`src/rtl/mem_bus_arbiter.sv`:
```
// Round-robin req/ack arbiter sharing one data memory between CPU and I/O.
// Ports: clk/reset, cpu_* and io_* requester sides, mem_* memory side, busy, owner.
module mem_bus_arbiter #(
  parameter int AW       = 10,
  parameter int DW       = 16,
  parameter int MEM_LAT  = 1,
  parameter int CPU_PRIO = 0
) (
  input  logic          clk,
  input  logic          reset,
  input  logic          cpu_req,
  input  logic          cpu_we,
  input  logic [AW-1:0] cpu_addr,
  input  logic [DW-1:0] cpu_wdata,
  output logic          cpu_ack,
  output logic [DW-1:0] cpu_rdata,
  input  logic          io_req,
  input  logic          io_we,
  input  logic [AW-1:0] io_addr,
  input  logic [DW-1:0] io_wdata,
  output logic          io_ack,
  output logic [DW-1:0] io_rdata,
  output logic          mem_en,
  output logic          mem_we,
  output logic [AW-1:0] mem_addr,
  output logic [DW-1:0] mem_wdata,
  input  logic [DW-1:0] mem_rdata,
  output logic          busy,
  output logic          owner
);

  localparam logic [1:0] S_IDLE   = 2'd0;
  localparam logic [1:0] S_ACCESS = 2'd1;
  localparam logic [1:0] S_WAIT   = 2'd2;
  localparam logic [1:0] S_ACK    = 2'd3;

  localparam logic [1:0] LAT_M1 = 2'(MEM_LAT - 1);
  localparam logic       PRIO   = (CPU_PRIO != 0);

  logic [1:0]    state_q, state_d;
  logic [1:0]    cnt_q, cnt_d;
  logic          we_q, we_d;
  logic [AW-1:0] addr_q, addr_d;
  logic [DW-1:0] wdata_q, wdata_d;
  logic          owner_q, owner_d;
  logic          last_q, last_d;
  logic [DW-1:0] crd_q, crd_d;
  logic [DW-1:0] ird_q, ird_d;
  logic          pick_io;

  // IO wins when alone, or on a tie when round-robin says CPU went last.
  assign pick_io = io_req & (~cpu_req | (~PRIO & ~last_q));

  always_comb begin
    state_d = state_q;
    cnt_d   = cnt_q;
    we_d    = we_q;
    addr_d  = addr_q;
    wdata_d = wdata_q;
    owner_d = owner_q;
    last_d  = last_q;
    crd_d   = crd_q;
    ird_d   = ird_q;
    unique case (state_q)
      S_IDLE: begin
        if (cpu_req | io_req) begin
          state_d = S_ACCESS;
          owner_d = pick_io;
          last_d  = pick_io;
          we_d    = pick_io ? io_we    : cpu_we;
          addr_d  = pick_io ? io_addr  : cpu_addr;
          wdata_d = pick_io ? io_wdata : cpu_wdata;
        end
      end
      S_ACCESS: begin
        state_d = S_WAIT;
        cnt_d   = LAT_M1;
      end
      S_WAIT: begin
        if (cnt_q == 2'd0) begin
          state_d = S_ACK;
          if (!we_q) begin
            if (owner_q) ird_d = mem_rdata;
            else         crd_d = mem_rdata;
          end
        end else begin
          cnt_d = cnt_q - 2'd1;
        end
      end
      S_ACK: begin
        state_d = S_IDLE;
      end
      default: begin
        state_d = S_IDLE;
      end
    endcase
  end

  always_ff @(posedge clk or posedge reset) begin
    if (reset) begin
      state_q <= S_IDLE;
      cnt_q   <= 2'd0;
      we_q    <= 1'b0;
      addr_q  <= '0;
      wdata_q <= '0;
      owner_q <= 1'b0;
      last_q  <= 1'b1;
      crd_q   <= '0;
      ird_q   <= '0;
    end else begin
      state_q <= state_d;
      cnt_q   <= cnt_d;
      we_q    <= we_d;
      addr_q  <= addr_d;
      wdata_q <= wdata_d;
      owner_q <= owner_d;
      last_q  <= last_d;
      crd_q   <= crd_d;
      ird_q   <= ird_d;
    end
  end

  assign mem_en    = (state_q == S_ACCESS);
  assign mem_we    = mem_en & we_q;
  assign mem_addr  = addr_q;
  assign mem_wdata = wdata_q;
  assign busy      = (state_q != S_IDLE);
  assign owner     = owner_q;
  assign cpu_ack   = (state_q == S_ACK) & ~owner_q;
  assign io_ack    = (state_q == S_ACK) & owner_q;
  assign cpu_rdata = crd_q;
  assign io_rdata  = ird_q;

endmodule

```
`config.mk`:
```
export PLATFORM = sky130hd
export DESIGN_NAME = mem_bus_arbiter
export DESIGN_NICKNAME = d
export VERILOG_FILES = /design/src/rtl/mem_bus_arbiter.sv
export SDC_FILE = /design/constraint.sdc
export NUM_CORES = 1
export LEC_CHECK = 0
export BUFFER_PORTS_ARGS = -buffer_cell sky130_fd_sc_hd__buf_2
export CAP_MARGIN = 10
export CORE_UTILIZATION = 42
export DETAILED_ROUTE_END_ITERATION = 12
export PLACE_DENSITY_LB_ADDON = 0.1
export SLEW_MARGIN = 20
export SYNTH_ARGS = -nofsm -noshare
export SYNTH_HDL_FRONTEND = slang
export SYNTH_SLANG_ARGS = --single-unit
```
`constraint.sdc`:
```
create_clock -name clk -period 1.7 [get_ports clk]
set_clock_uncertainty 0.1 [all_clocks]
set_input_delay 0.085 -clock clk [delete_from_list [all_inputs] [get_ports clk]]
set_output_delay 0.085 -clock clk [all_outputs]
set_load 0.05 [all_outputs]
```
==> flow_summary.yaml <==
run_status:
  violations: "design-rule violations, negative setup slack"
  run_status: "complete, but fails checks"
die:
  floorplan.core_area_sq_um: 6460
  die_area_sq_um: 7160
  rows: 29
  io-pin-count: 138
  initial_cell_density_of_the_core_pct: 44.4
  die-width_um: 84.6
  die_height_um: 84.6
yosys:
  number_of_nets_produced_by_synthesis: 336
  synth-main-ff-cell: "dfrtp_1"
  synth-edff-count: 0
  yosysSeqAreaShare_pct: 56.8
  synth_warnings: 0
  synthDistinctLibCells: 28
  yosys_register_bits: 65
  synthesis.area_per_instance_sq_um: 11.2
  asyncSetResetFlopFracSynth_pct: 100
  syn-cell-area_sq_um: 2870
  postSynthCellCount: 255
power:
  power.clock.fraction_pct: 12.5
  p_switching_mw: 5.31
  sw_frac_of_total_pct: 51.0
  cellLeakagePower_nw: 2.38
  pwr-share-seq_pct: 27.2
  combinationalPowerShare_pct: 60.4
  p_int_mw: 5.10
  power_density_nw_per_um2: 2140
  vdd.ir_drop.worst_v: 0.00116
placement:
  portBuffers: 137
  dp.cells: 470
  globalplace.congestion: 0.784
  detailedPlacementHpwl_um: 5160
  placement_cell_area_sq_um: 3770
drt:
  routed_wire_length_per_instance_um: 16.0
  vias: 2843
  first_pass_iters: 11
  routed_wirelength_um: 9050
  drt_first_iter_violations: 105
  antenna_violation_net_count_after_detailed_routing: 0
  post-route-drc-count: 2
  avgViaCountPerCell: 5.02
worst_hold_path:
  hold_class: "input port to asynchronous set/reset pin"
sta:
  final_hold_violation_count: 0
  post-route-period-util_pct: 100
  setup_ws_ns: -0.000699
  max_freq_ghz: 0.588
  relative_slew_slack_pct: 63.8
  clock_period_minus_worst_slack_ns: 1.70
  post_route_setup_tns_ns: -0.000699
  timing.final.max_slew_violations: 0
  rsz0062_at_grt: "yes"
  finalSetupViolCount: 1
  worstMarginPinSlew_ns: 0.541
global_route:
  first_pass_grt_wire_length_um: 13900
  grt_max_degree: 28
  grt_use_total_pct: 25.2
  grt_pass1_vias: 2827
  antenna_violations_before_repair: 0
  grt_overflow: 0
critical_path:
  timing.critical_path.to_type: "flop"
  timing.critical_path.from_type: "flop"
  worst-setup-path-type: "flop to flop"
  worst-endpoint-required_ns: 1.82
  timing.critical_path.fanout_max: 8
  cp_data_arrival_time_ns: 1.82
cts:
  cts-root-to-sink-buffers: 2
  cts-buffers-inserted: 9
  ctsHtreeMaxLevel: 3
  clk_pin_slew_ns: 0.07
  clock_tree.root_cell: "clkbuf_8"
  clk-insertion-delay-late_ns: 0.34
  cts_sinks: 65
  tritoncts: "built"
layout:
  antenna_diode_instance_count: 0
  layout-drive-gt1-share_pct: 46.4
  final_cell_count_no_fill: 566
  finish.utilization_pct: 75.2
  num-nets-final: 565
  area_growth_syn_to_layout_pct: 69.3
  fin_area_sq_um: 4860
job:
  max_cap_violations: 0
-- cells in the final DEF (no fill, tap or decap), types with 2 or more instances in the layout --
cell | netlist | routed
buf_2 | 6 | 135
ha_1 | 7 | 4
clkinv_2 | 0 | 4
clkbuf_8 | 0 | 10
clkbuf_16 | 0 | 2
dfrtp_2 | 0 | 2
buf_4 | 0 | 15
ha_4 | 0 | 3
mux2i_1 | 2 | 2
inv_2 | 1 | 4
and2_1 | 2 | 2
buf_12 | 0 | 5
dlygate4sd3_1 | 0 | 73
clkinvlp_4 | 0 | 2
a21oi_2 | 0 | 2
nor2_1 | 28 | 28
dfrtp_1 | 64 | 62
mux2_2 | 23 | 17
nand2_1 | 29 | 29
a21oi_1 | 57 | 55
mux2_4 | 10 | 16
-- power by group through the flow --
stage                     combinational (mW)  sequential, mW  clock [mW]
final                                   6.29            2.83        1.30
after global routing                    6.62            2.92        1.40
after CTS                               5.94            2.78        1.33
after detailed placement                5.81            2.79           0
after global placement                  5.71            2.79           0
after floorplan                         1.83            5.27           0
-- cell families after synthesis --
group                    after synthesis  synth area share [%]
AO/OA/AOI/OAI                         64                  12.0
adder cells (fa/ha/maj)                7                  3.05
buffers and inverters                 20                  3.27
flip-flops                            65                  56.8
multiplexers                          35                  15.0
AND/OR/NAND/NOR                       64                  9.95
-- area by class of cell --
type / instances / area (sq um)
Clock inverter: 6 / 57.6
Timing Repair Buffer: 231 / 1680
Sequential cell: 65 / 1630
Fill cell: 457 / 1600
Multi-Input combinational cell: 170 / 1220
Inverter: 7 / 32.5
Tap cell: 77 / 96.3
Clock buffer: 10 / 138
-- flip-flops by register name, summed over array words and instances (netlist names) --
| name | flops |
|---|---|
| mem_wdata | 16 |
| cnt_q | 2 |
| last_q | 1 |
| cpu_rdata | 16 |
| we_q | 1 |
| owner | 1 |
| mem_addr | 10 |
| state_q | 2 |
| io_rdata | 16 |
-- synthesized netlist by cell type, types with 2 or more instances --
library cell,n,area (sq um)
dfrtp_1,64,1600
buf_1,3,11.3
mux2i_1,2,20.0
and2_1,2,12.5
ha_1,7,87.6
clkbuf_1,3,11.3
a21oi_1,57,285
nor2_1,28,105
mux2_4,10,150
mux2_2,23,259
buf_2,6,30.0
inv_1,6,22.5
nand2_1,29,109
-- final timing paths --
kind	start	to	slack, ns	depth (start not counted)
worst max-delay path	cnt_q[0]	cpu_rdata[0]	-0.0007	7
worst min-delay path	reset	cpu_rdata[9]	0.24	3
worst max register to register	cnt_q[0]	cpu_rdata[0]	-0.0007	7
worst min register to register	io_rdata[15]	io_rdata[15]	0.40	1
max in group asynchronous	reset	io_rdata[7]	0.67	4
min in group clk	io_rdata[15]	io_rdata[15]	0.40	1
-- stage by stage --
stage	hold WS, ns	power, mW	worst slack [ns]
2_1_floorplan	0.114	7.10	-0.100
3_3_place_gp	0.0528	8.50	0.0243
3_5_place_dp	0.0577	8.60	-0.0152
4_1_cts	0.236	10.1	-0.0238
5_1_grt	0.287	10.9	-0.0491
6_report	0.237	10.4	-0.000699
-- timing repair --
action | in CTS | in global routing
cloned | 0 | 2
hold buffers | 73 | 0
setup buffers | 0 | 5
setup endpoints to repair | 7 | 27
pin swaps | 0 | 3
hold endpoints to repair | 80 | 0
gates resized for setup | 1 | 20
-- routing by layer --
metal  part of all wire, %  global-route usage (%)  vias up
met5                     0                       0        -
met4                   2.3                    10.3        0
met3                   7.3                    5.70       29
met2                    49                    42.8      164
met1                    42                    31.1     1329
li1                      -                       -     1321
-- worst max-delay path: stages (launching register included) --
cell and delay [ns]:
dfrtp_1 0.37, inv_2 0.08, ha_4 0.15, inv_4 0.04
nor4b_4 0.20, buf_4 0.18, clkbuf_16 0.16, mux2_4 0.30
(Power assumes the default switching activity.)
